File: src/rtl/simd_vec_sequencer_pkg.sv
`default_nettype none
// ============================================================================
// Module      : simd_vec_sequencer_pkg
// Description : Shared definitions for the SIMD vector sequencer.
//               - 3-bit ALU command encodings, matching the SIMD ALU core.
//               - Sequencer FSM state encodings.
//               - Per-vector cycle cost and index-width helpers.
// Revision    : 1.0 - initial release
// ============================================================================
package simd_vec_sequencer_pkg;

    // Width of one ALU lane / one memory word
    localparam int LANE_W = 32;

    // ALU command encodings understood by the core
    localparam logic [2:0] CMD_ADD = 3'd0;
    localparam logic [2:0] CMD_SUB = 3'd1;
    localparam logic [2:0] CMD_AND = 3'd2;
    localparam logic [2:0] CMD_OR  = 3'd3;
    localparam logic [2:0] CMD_XOR = 3'd4;
    localparam logic [2:0] CMD_SLT = 3'd5;
    localparam logic [2:0] CMD_SLL = 3'd6;
    localparam logic [2:0] CMD_SRL = 3'd7;

    // Sequencer states
    localparam logic [2:0] ST_IDLE  = 3'd0;
    localparam logic [2:0] ST_LOAD  = 3'd1;
    localparam logic [2:0] ST_DRAIN = 3'd2;
    localparam logic [2:0] ST_EXEC  = 3'd3;
    localparam logic [2:0] ST_STORE = 3'd4;
    localparam logic [2:0] ST_DONE  = 3'd5;

    // Cycles spent per vector: 2*lanes loads, drain, exec, lanes stores
    function automatic int unsigned vec_cycles(input int unsigned lanes);
        return 3 * lanes + 2;
    endfunction

    // Index width able to address n entries, never narrower than one bit
    function automatic int idx_w(input int n);
        return (n > 1) ? $clog2(n) : 1;
    endfunction

endpackage
`default_nettype wire

File: src/rtl/simd_lane_buffer.sv
`default_nettype none
// ============================================================================
// Module      : simd_lane_buffer
// Description : ALUWIDTH x 32-bit lane register file. One lane can be written
//               by index, or all lanes loaded at once from a flat vector.
//               All lanes are always visible on a flat read bus.
// Ports       : clk, reset (async, active-high)
//               wr_en_i / wr_idx_i / wr_data_i : single-lane write
//               load_all_i / load_data_i       : whole-vector load (priority)
//               rd_flat_o                      : lane i at [32*i +: 32]
// Revision    : 1.0 - initial release
// ============================================================================
module simd_lane_buffer
    import simd_vec_sequencer_pkg::*;
#(
    parameter int ALUWIDTH = 4,
    parameter int IDXW     = 2
) (
    input  logic                       clk,
    input  logic                       reset,
    input  logic                       wr_en_i,
    input  logic [IDXW-1:0]            wr_idx_i,
    input  logic [LANE_W-1:0]          wr_data_i,
    input  logic                       load_all_i,
    input  logic [LANE_W*ALUWIDTH-1:0] load_data_i,
    output logic [LANE_W*ALUWIDTH-1:0] rd_flat_o
);

    logic [LANE_W-1:0] lane_q [ALUWIDTH];

    always_ff @(posedge clk or posedge reset) begin
        if (reset) begin
            for (int i = 0; i < ALUWIDTH; i++) begin
                lane_q[i] <= '0;
            end
        end else if (load_all_i) begin
            for (int i = 0; i < ALUWIDTH; i++) begin
                lane_q[i] <= load_data_i[LANE_W*i +: LANE_W];
            end
        end else if (wr_en_i) begin
            lane_q[wr_idx_i] <= wr_data_i;
        end
    end

    generate
        for (genvar g = 0; g < ALUWIDTH; g++) begin : g_rd_lane
            assign rd_flat_o[LANE_W*g +: LANE_W] = lane_q[g];
        end
    endgenerate

endmodule
`default_nettype wire

File: src/rtl/simd_vec_sequencer.sv
`default_nettype none
// ============================================================================
// Module      : simd_vec_sequencer
// Description : Runs the SIMD ALU core over req_count vectors in memory.
//               Per vector: read ALUWIDTH A lanes then ALUWIDTH B lanes,
//               drain the last read, execute once, write ALUWIDTH results.
// Ports       : req_*      - valid/ready request from issue logic
//               done       - one-cycle completion pulse
//               ovf_sticky - OR of all lane overflows of the request
//               zero_mask  - iszero flags of the last executed vector
//               mem_*      - single-port memory, read data one cycle late
//               core_*     - SIMD ALU core (combinational)
// Option      : SIMD_SEQ_PERF_EN adds perf_cycles / perf_vectors counters.
// Revision    : 1.0 - initial release
// ============================================================================
module simd_vec_sequencer
    import simd_vec_sequencer_pkg::*;
#(
    parameter int ALUWIDTH = 4,
    parameter int ADDRW    = 32,
    parameter int CNTW     = 8
) (
    input  logic                       clk,
    input  logic                       reset,
    input  logic                       req_valid,
    output logic                       req_ready,
    input  logic [2:0]                 req_cmd,
    input  logic [ADDRW-1:0]           req_a_base,
    input  logic [ADDRW-1:0]           req_b_base,
    input  logic [ADDRW-1:0]           req_d_base,
    input  logic [CNTW-1:0]            req_count,
    output logic                       done,
    output logic                       ovf_sticky,
    output logic [ALUWIDTH-1:0]        zero_mask,
`ifdef SIMD_SEQ_PERF_EN
    output logic [31:0]                perf_cycles,
    output logic [31:0]                perf_vectors,
`endif
    output logic [ADDRW-1:0]           mem_addr,
    output logic                       mem_rd_en,
    input  logic [LANE_W-1:0]          mem_rdata,
    output logic                       mem_wr_en,
    output logic [LANE_W-1:0]          mem_wdata,
    output logic [2:0]                 core_command,
    output logic [LANE_W*ALUWIDTH-1:0] core_opA_s,
    output logic [LANE_W*ALUWIDTH-1:0] core_opB_s,
    input  logic [LANE_W*ALUWIDTH-1:0] core_result_s,
    input  logic [ALUWIDTH-1:0]        core_iszero_s,
    input  logic [ALUWIDTH-1:0]        core_overflow_s
);

    localparam int IDXW = idx_w(ALUWIDTH);
    localparam int KW   = idx_w(2 * ALUWIDTH);
    localparam logic [KW-1:0] K_LANES      = KW'(ALUWIDTH);
    localparam logic [KW-1:0] K_LOAD_LAST  = KW'(2 * ALUWIDTH - 1);
    localparam logic [KW-1:0] K_STORE_LAST = KW'(ALUWIDTH - 1);

    logic [2:0]          state_q, state_d;
    logic [KW-1:0]       k_q, k_d;          // step within LOAD / STORE
    logic [CNTW-1:0]     v_q, v_d;          // vector index
    logic [2:0]          cmd_q, cmd_d;
    logic [ADDRW-1:0]    a_base_q, a_base_d;
    logic [ADDRW-1:0]    b_base_q, b_base_d;
    logic [ADDRW-1:0]    d_base_q, d_base_d;
    logic [CNTW-1:0]     count_q, count_d;
    logic                ovf_q, ovf_d;
    logic [ALUWIDTH-1:0] zmask_q, zmask_d;
    logic [ADDRW-1:0]    addr_q;            // last strobed address, held when idle
    logic [LANE_W-1:0]   wdata_q;           // last written word, held when idle
    logic                cap_valid_q;       // a read was issued last cycle
    logic [KW-1:0]       cap_k_q;           // load step of that read

    logic [KW-1:0]             w_lane_k;
    logic [ADDRW-1:0]          w_voff;
    logic [ADDRW-1:0]          w_base;
    logic [ADDRW-1:0]          w_addr;
    logic [LANE_W-1:0]         w_store_word;
    logic [LANE_W*ALUWIDTH-1:0] w_res_flat;

    // ------------------------------------------------------------------
    // Next-state logic
    // ------------------------------------------------------------------
    always_comb begin
        state_d  = state_q;
        k_d      = k_q;
        v_d      = v_q;
        cmd_d    = cmd_q;
        a_base_d = a_base_q;
        b_base_d = b_base_q;
        d_base_d = d_base_q;
        count_d  = count_q;
        ovf_d    = ovf_q;
        zmask_d  = zmask_q;
        case (state_q)
            ST_IDLE: begin
                if (req_valid) begin
                    cmd_d    = req_cmd;
                    a_base_d = req_a_base;
                    b_base_d = req_b_base;
                    d_base_d = req_d_base;
                    count_d  = req_count;
                    ovf_d    = 1'b0;
                    v_d      = '0;
                    k_d      = '0;
                    state_d  = (req_count == '0) ? ST_DONE : ST_LOAD;
                end
            end
            ST_LOAD: begin
                if (k_q == K_LOAD_LAST) begin
                    k_d     = '0;
                    state_d = ST_DRAIN;
                end else begin
                    k_d = k_q + KW'(1);
                end
            end
            ST_DRAIN: begin
                state_d = ST_EXEC;
            end
            ST_EXEC: begin
                ovf_d   = ovf_q | (|core_overflow_s);
                zmask_d = core_iszero_s;
                k_d     = '0;
                state_d = ST_STORE;
            end
            ST_STORE: begin
                if (k_q == K_STORE_LAST) begin
                    k_d     = '0;
                    v_d     = v_q + CNTW'(1);
                    state_d = (v_d == count_q) ? ST_DONE : ST_LOAD;
                end else begin
                    k_d = k_q + KW'(1);
                end
            end
            ST_DONE: begin
                state_d = ST_IDLE;
            end
            default: begin
                state_d = ST_IDLE;
            end
        endcase
    end

    // ------------------------------------------------------------------
    // Memory address / data path
    // ------------------------------------------------------------------
    assign w_lane_k = (k_q >= K_LANES) ? (k_q - K_LANES) : k_q;
    assign w_voff   = ADDRW'(v_q) * ADDRW'(ALUWIDTH);
    assign w_base   = (state_q == ST_LOAD) ? ((k_q >= K_LANES) ? b_base_q : a_base_q)
                                           : d_base_q;
    assign w_addr   = w_base + w_voff + ADDRW'(w_lane_k);

    always_comb begin
        w_store_word = '0;
        for (int i = 0; i < ALUWIDTH; i++) begin
            if (k_q == KW'(i)) begin
                w_store_word = w_res_flat[LANE_W*i +: LANE_W];
            end
        end
    end

    assign mem_rd_en = (state_q == ST_LOAD);
    assign mem_wr_en = (state_q == ST_STORE);
    assign mem_addr  = (mem_rd_en || mem_wr_en) ? w_addr : addr_q;
    assign mem_wdata = mem_wr_en ? w_store_word : wdata_q;

    assign req_ready    = (state_q == ST_IDLE);
    assign done         = (state_q == ST_DONE);
    assign ovf_sticky   = ovf_q;
    assign zero_mask    = zmask_q;
    assign core_command = cmd_q;

    // ------------------------------------------------------------------
    // State registers
    // ------------------------------------------------------------------
    always_ff @(posedge clk or posedge reset) begin
        if (reset) begin
            state_q     <= ST_IDLE;
            k_q         <= '0;
            v_q         <= '0;
            cmd_q       <= '0;
            a_base_q    <= '0;
            b_base_q    <= '0;
            d_base_q    <= '0;
            count_q     <= '0;
            ovf_q       <= 1'b0;
            zmask_q     <= '0;
            addr_q      <= '0;
            wdata_q     <= '0;
            cap_valid_q <= 1'b0;
            cap_k_q     <= '0;
        end else begin
            state_q     <= state_d;
            k_q         <= k_d;
            v_q         <= v_d;
            cmd_q       <= cmd_d;
            a_base_q    <= a_base_d;
            b_base_q    <= b_base_d;
            d_base_q    <= d_base_d;
            count_q     <= count_d;
            ovf_q       <= ovf_d;
            zmask_q     <= zmask_d;
            addr_q      <= mem_addr;
            wdata_q     <= mem_wdata;
            cap_valid_q <= mem_rd_en;
            cap_k_q     <= k_q;
        end
    end

    // ------------------------------------------------------------------
    // Lane buffers: read data lands one cycle after its strobe, so the
    // capture is steered by the step recorded alongside that strobe.
    // ------------------------------------------------------------------
    simd_lane_buffer #(.ALUWIDTH(ALUWIDTH), .IDXW(IDXW)) u_buf_a (
        .clk         (clk),
        .reset       (reset),
        .wr_en_i     (cap_valid_q && (cap_k_q < K_LANES)),
        .wr_idx_i    (IDXW'(cap_k_q)),
        .wr_data_i   (mem_rdata),
        .load_all_i  (1'b0),
        .load_data_i ('0),
        .rd_flat_o   (core_opA_s)
    );

    simd_lane_buffer #(.ALUWIDTH(ALUWIDTH), .IDXW(IDXW)) u_buf_b (
        .clk         (clk),
        .reset       (reset),
        .wr_en_i     (cap_valid_q && (cap_k_q >= K_LANES)),
        .wr_idx_i    (IDXW'(cap_k_q - K_LANES)),
        .wr_data_i   (mem_rdata),
        .load_all_i  (1'b0),
        .load_data_i ('0),
        .rd_flat_o   (core_opB_s)
    );

    simd_lane_buffer #(.ALUWIDTH(ALUWIDTH), .IDXW(IDXW)) u_buf_r (
        .clk         (clk),
        .reset       (reset),
        .wr_en_i     (1'b0),
        .wr_idx_i    ('0),
        .wr_data_i   ('0),
        .load_all_i  (state_q == ST_EXEC),
        .load_data_i (core_result_s),
        .rd_flat_o   (w_res_flat)
    );

`ifdef SIMD_SEQ_PERF_EN
    logic [31:0] perf_cycles_q;
    logic [31:0] perf_vectors_q;

    always_ff @(posedge clk or posedge reset) begin
        if (reset) begin
            perf_cycles_q  <= '0;
            perf_vectors_q <= '0;
        end else begin
            if (state_q != ST_IDLE) begin
                perf_cycles_q <= perf_cycles_q + 32'd1;
            end
            if ((state_q == ST_STORE) && (k_q == K_STORE_LAST)) begin
                perf_vectors_q <= perf_vectors_q + 32'd1;
            end
        end
    end

    assign perf_cycles  = perf_cycles_q;
    assign perf_vectors = perf_vectors_q;
`endif

endmodule
`default_nettype wire

File: config.mk
export PLATFORM = sky130hd
export DESIGN_NAME = simd_vec_sequencer
export DESIGN_NICKNAME = d
export VERILOG_FILES = /design/src/rtl/simd_vec_sequencer_pkg.sv /design/src/rtl/simd_lane_buffer.sv /design/src/rtl/simd_vec_sequencer.sv
export SDC_FILE = /design/constraint.sdc
export NUM_CORES = 1
export LEC_CHECK = 0
export CORE_AREA = 2 2 238 240
export DETAILED_ROUTE_END_ITERATION = 12
export DIE_AREA = 0 0 240 242
export PLACE_DENSITY_LB_ADDON = 0.3
export SLEW_MARGIN = 0
export SYNTH_ARGS = -nofsm -noshare
export SYNTH_HDL_FRONTEND = slang
export SYNTH_SLANG_ARGS = --single-unit
File: constraint.sdc
create_clock -name clk -period 50.7 [get_ports clk]
set_clock_uncertainty 0.1 [all_clocks]
set_input_delay 10.14 -clock clk [delete_from_list [all_inputs] [get_ports clk]]
set_output_delay 10.14 -clock clk [all_outputs]
set_load 0.02 [all_outputs]
# ---- Word-level counts from Yosys, hierarchy flattened
# Cells that the tools add are included.
# W data, S select, Z words.
dict set report word_totals {
  regBits 578
  latch_bits 0
  ramBits 0
  rom_bits 0
  inputBits 278
  out_inout_bits 332
  elab_cells 102
  n_memories 0
}
dict set report classes {
  add_sub_neg 6
  mul 0
  div_mod_pow 0
  n_lt_le_gt_ge 7
  eq_ne 13
  shifts 0
  muxes 30
  bitwise_logic 3
  reduce_logical 17
}
# op n
set ops {}
lappend ops {{$mux W32} 10}
lappend ops {{$bwmux W128} 2}
lappend ops {{$demux W32 S2} 2}
lappend ops {{$add A32 B10 Y32} 1}
lappend ops {{$add A32 B3 Y32} 1}
lappend ops {{$mux W3} 9}
lappend ops {{$mux W8} 2}
lappend ops {{$pmux W8 S2} 1}
lappend ops {{$pmux W3 S5} 1}
lappend ops {{$eq A3 B2 Y1 const B} 4}
lappend ops {{$ge A3 B3 Y1 const B} 4}
lappend ops {{$pmux W3 S4} 1}
lappend ops {{$eq A3 B3 Y1 const B} 3}
lappend ops {{$add A8 B1 Y8 const B} 1}
lappend ops {{$eq A8 B8 Y1} 1}
lappend ops {{$logic_not A8 Y1} 1}
lappend ops {{$eq A3 B1 Y1 const B} 2}
lappend ops {{$logic_not A3 Y1} 2}
lappend ops {{$lt A3 B1 Y1 const B} 2}
lappend ops {{$not A2 Y3} 2}
lappend ops {{$reduce_and A2 Y1} 3}
lappend ops {{$reduce_and A3 Y1} 2}
lappend ops {{$logic_and A1 B1 Y1} 4}
lappend ops {{$ne A2 B1 Y1 const B} 2}
lappend ops {{12 further kinds} 13}

# ---- Logic depth before layout (Yosys ltp)
dict set report depth {
  depth_word 7
  ltp_mapped 19
  depth_no_buf 13
}

# ---- Modules after synthesis
# A second synthesis with hierarchy kept.
dict set report hier_totals {
  hier_cells 3148
  area_unflattened_um2 29174.2
}
# mod instances cells_per_inst area_per_inst_um2 seq_area_each_um2
set modules_own_cells {}
lappend modules_own_cells {simd_lane_buffer 3 705 6248.5 3203.1}
lappend modules_own_cells {simd_vec_sequencer 1 1033 10428.8 4854.7}

# ---- Worst setup path after synthesis
# OpenSTA, ideal clock, no wires.
dict set report synth_timing {
  path_kind {flip-flop to output port}
  startpoint {register k_q[2]}
  endpoint {output port mem_addr[13]}
  arrival_time_ns 4.518
  t_required_ns 40.460
  path_slack_ns 35.942
  stages_incl_launch_ff 18
  n_path_buf 6
  cell_sequence {dfrtp_1 buf_2 buf_2 buf_2 buf_2 buf_2 mux2i_1 o21ai_0 fa_1 inv_1 fa_1 nor2b_1 o2111ai_1 a31oi_1 clkbuf_1 nand3_1 xor2_1 o21ai_0}
}
dict set report synth_between {
  elab_chain_len 6
  word_cells_on_any_way 8
  classes_between {3 x add/sub; 1 x order compare; 4 x mux}
}
# element line
set synth_rtl {}
lappend synth_rtl {{start: declaration} simd_vec_sequencer.sv:59} ;# logic [KW-1:0] k_q, k_d;
lappend synth_rtl {{start signal: assignment} simd_vec_sequencer.sv:193} ;# k_q <= k_d;
lappend synth_rtl {{$ge A3 B3 Y1} {simd_vec_sequencer.sv:146, simd_vec_sequencer.sv:148}}
lappend synth_rtl {{$mux W32 (2 in a row)} simd_vec_sequencer.sv:148} ;# assign w_base = (state_q == ST_LOAD) ? ((k_q >= K_LANES) ? b_base_q : a_base_q)
lappend synth_rtl {{$add A32 B10 Y32} simd_vec_sequencer.sv:150} ;# assign w_addr = w_base + w_voff + ADDRW'(w_lane_k);
lappend synth_rtl {{$add A32 B3 Y32 (*)} simd_vec_sequencer.sv:150}
lappend synth_rtl {{$mux W32 (*)} simd_vec_sequencer.sv:163} ;# assign mem_addr = (mem_rd_en || mem_wr_en) ? w_addr : addr_q;
lappend synth_rtl {{end: declaration} simd_vec_sequencer.sv:39} ;# output logic [ADDRW-1:0] mem_addr,
# Every way passes the cells marked *; elsewhere a longest branch is shown, timed or not.

# ---- Worst setup path after layout
dict set report layout_timing {
  startpoint {register state_q[1]}
  endpoint {output port mem_addr[13]}
}
dict set report layout_between {
  elab_chain_len 5
  word_cells_on_any_way 7
  classes_between {2 x add/sub; 2 x eq/ne; 2 x mux; 1 x reduce/logical}
}
# element line
set layout_rtl {}
lappend layout_rtl {{start: declaration} simd_vec_sequencer.sv:58} ;# logic [2:0] state_q, state_d;
lappend layout_rtl {{start signal: assignment} simd_vec_sequencer.sv:192} ;# state_q <= state_d;
lappend layout_rtl {{$eq A3 B1 Y1} {simd_vec_sequencer.sv:148, simd_vec_sequencer.sv:161}}
lappend layout_rtl {{$mux W32} simd_vec_sequencer.sv:148}
lappend layout_rtl {{$add A32 B10 Y32} simd_vec_sequencer.sv:150}
lappend layout_rtl {{$add A32 B3 Y32} simd_vec_sequencer.sv:150}
lappend layout_rtl {{$mux W32 (*)} simd_vec_sequencer.sv:163}
# Marks and branches as above.

==> metrics.yaml <==
pwr-share-clk: 0.189
fin_cells: 3216
avgViaCountPerCell: 5.349
tightest_slew_ps: 1286
initial_core_util: 0.4395
areaGrowthSynthToFinish_pct: 36.69
final_area_mm2: 0.03348
met1_length_um: 27860
antenna_left: 0
antenna_found_initial: 22
async_reset_ff_frac: 1.000
netlist_area_mm2: 0.02449
period_share: 0.3202
ir_worst_vdd_uv: 36.44
fin_nets: 2707
grt_pass1_vias: 17663
core_mm2: 0.05573
grt_max_degree: 116
clock_sinks: 578
placed_area_mm2: 0.03135
multi_input_area_mm2: 0.009604
synth_fp_nets: 2117
outcome: "finished, final reports clean"
hold_buffers: 0
wl_um: 70980
grt.overflow.total: 0
worstPathCellList: "or3b_4 -> o21ai_0 -> fa_1 -> inv_1 -> fa_1 -> nor2b_1 -> o2111ai_1 -> a31oi_1 -> nand3_1 -> xor2_1 -> o21ai_0 -> clkdlybuf4s50_1"
switchingPower_w: 0.0009045
worst_path_max_delay_cell: "a31oi_1"
power.internal_w: 0.001559
io_pins: 610
crit_family: "compound AO/OA/AOI/OAI gates"
startpoint_type: "register"
dieArea_mm2: 0.05808
drt-pass1-iter-count: 5
yosys.area.top_type: "dfrtp_1"
register_area_mm2: 0.01447
hold_path.class: "reg2reg"
synth-edff-count: 0
fmax_ghz: 0.06159
synth_seq_cells: 578
dr_wl_met2_um: 35500
die_h_um: 242
clkTransAtPathRegs_ps: 60
path_max_fanout: 67
ys.flop_type: "dfrtp_1"
setup_viol: 0
vias: 17201
min_period_ps: 16240
crit_type: "reg2out"
worst_ep_arrival_time_ps: 6000
maxCapViolCount: 0
wire_per_inst_um: 22.07
pwr_density_cell_mw_per_mm2: 73.58
syn_avg_cell_area_um2: 13.53
dpl.hpwl_um: 50240
yosysTopAreaCellShare: 0.5905
yosysSeqAreaShare: 0.5905
cts_resized: 0
tns_ps: 0
io_buffers: 609
report.final.slew_viol_count: 0
fill_cells: 4391
critPathRequiredTime_ps: 40460
grt_first_pass_wirelength_um: 107600
hold_violations: 0
netlist_instances: 1810
rsz0062_at_grt: "false"
chipWidth_um: 240
routed-wl-met3_um: 5147
cts_tree: "built"
clock_latency_ps: 610
combPwrFrac: 0.476
finalPower_w: 0.002463
postCtsSetupBuffers: 0
drt_iter0_drc: 873
route.detailed.drc: 0
cts_max_path_buffers: 3
crit_buf_inv: 2
place.gp.congestion: 0.8801
root_buffer: "clkbuf_16"
max_stage_delay_ps: 1070
max_slew_margin: 0.1384
synth_area_leaders: "dfrtp_1, mux2_2, nand2_1"
seq_power_share: 0.335
cts_inserted_buffers: 60
grtUsageTotal: 0.2412
yosysUniqueCellTypes: 62
p_leak_nw: 13.82
num_rows: 87
switching_share: 0.3672
htreeDepth: 2
place_inst: 3094
drive_gt1_frac: 0.2673
hold_ws_ps: 367.3
ys.warnings.count: 0
top_layer: "met5"
endpoint_kind: "primary output"
==> cells in the mapped netlist (3+ instances only) <==
cell      number
xnor2_1       17
nand2_1       92
a211o_1        6
a22oi_1       34
dfrtp_1      578
and3_1         4
a31o_2         5
a21o_1         7
nor3b_1        4
nand3b_1       7
o21a_1         4
o211ai_1       3
nor3_1        10
o21ai_0       69
nand4_1       13
mux2i_1       33
clkbuf_1      90
nand2b_1       4
nand4b_1       3
a211oi_1      37
nor4_1         6
inv_1         11
buf_2          9
o21ai_1        3
ha_1          27
and2_1         3
a21oi_1       64
mux2_2       504
nor2_1        76
xor2_1        13
a31o_1         4
a31oi_1       11
nand3_1       20
==> cell families after synthesis <==
kind of cell / synth area share
adder cells (fa/ha/maj): 0.01543
flip-flops: 0.5905
XOR/XNOR: 0.01073
buffers and inverters: 0.01951
AND/OR/NAND/NOR: 0.04843
AO/OA/AOI/OAI: 0.06943
other: 0.0001531
multiplexers: 0.2458
==> power by group through the flow <==
stage	logic [W]	registers [W]	clock network (W)
final	0.00117	0.000826	0.000465
after floorplan	0.000568	0.000933	0
after detailed placement	0.00118	0.000832	0
after global routing	0.00125	0.000853	0.000493
after CTS	0.00118	0.000825	0.000474
after global placement	0.00116	0.000820	0
==> area by class of cell <==
| type | instances | area share |
|---|---|---|
| diodes | 13 | 0.0009717 |
| repair buffers | 633 | 0.1875 |
| inverters | 13 | 0.001719 |
| flip-flops and latches | 578 | 0.4321 |
| well taps | 756 | 0.02825 |
| clock buffers | 91 | 0.05434 |
| multi-input cells | 1114 | 0.2869 |
| clock inverters | 18 | 0.008334 |
==> worst reg2reg max path, stage by stage, from the launching register on <==
cell       delay [ps]
dfrtp_1           620
or3b_4            700
o21ai_0           250
fa_1              560
inv_1              80
fa_1              460
nor2b_1           170
o2111ai_1         210
a31oi_1          1070
a311oi_1          250
a211oi_1          250
o21ai_0           170
==> registers in the layout, indices dropped and copies added (netlist names) <==
signal	count
core_command	3
zero_mask	4
cap_valid_q	1
ovf_sticky	1
wdata_q	32
a_base_q	32
u_buf_b.rd_flat_o	128
u_buf_a.rd_flat_o	128
u_buf_r.rd_flat_o	128
addr_q	32
state_q	3
k_q	3
d_base_q	32
v_q	8
count_q	8
b_base_q	32
cap_k_q	3
==> layout by cell type (no fill, tap or decap), types with 9 or more instances in the layout <==
cell type	count
a211oi_1	37
a21oi_1	63
a22oi_1	34
a31oi_1	11
buf_4	24
clkbuf_1	12
clkbuf_16	61
clkbuf_8	18
clkdlybuf4s50_1	609
clkinv_2	9
dfrtp_1	577
diode_2	13
ha_1	26
inv_1	10
mux2_2	504
mux2i_1	33
nand2_1	90
nand3_1	19
nand4_1	13
nor2_1	76
o21ai_0	69
xnor2_1	17
xor2_1	13
==> metrics by stage <==
| stage | setup slack (ps) | util |
|---|---|---|
| final | 34460 | 0.6007 |
| after global placement | 35230 | 0.5625 |
| after global routing | 34100 | 0.6006 |
| after floorplan | 24290 | - |
| after CTS | 34460 | 0.6001 |
| after detailed placement | 35110 | 0.5625 |
==> final timing paths <==
check / slack [ps] / startpoint / cells after the start / end
max: 34460 / state_q[1]$_DFFE_PP0P_ / 12 / mem_addr[13]
min: 370 / addr_q[7]$_DFF_PP0_ / 2 / addr_q[7]$_DFF_PP0_
max reg2reg: 45680 / state_q[1]$_DFFE_PP0P_ / 11 / addr_q[13]$_DFF_PP0_
min reg2reg: 370 / addr_q[7]$_DFF_PP0_ / 2 / addr_q[7]$_DFF_PP0_
max in group asynchronous: 37970 / reset / 4 / u_buf_b.rd_flat_o[67]$_DFFE_PP0P_
min in group asynchronous: 9960 / reset / 2 / wdata_q[8]$_DFF_PP0_
==> layer usage <==
metal / vias up / track usage
met3: 142 / 0.06506
met2: 567 / 0.4152
li1: 7744 / -
met4: 16 / 0.09024
met5: - / 0
met1: 8732 / 0.2877
(Power assumes the default switching activity.)
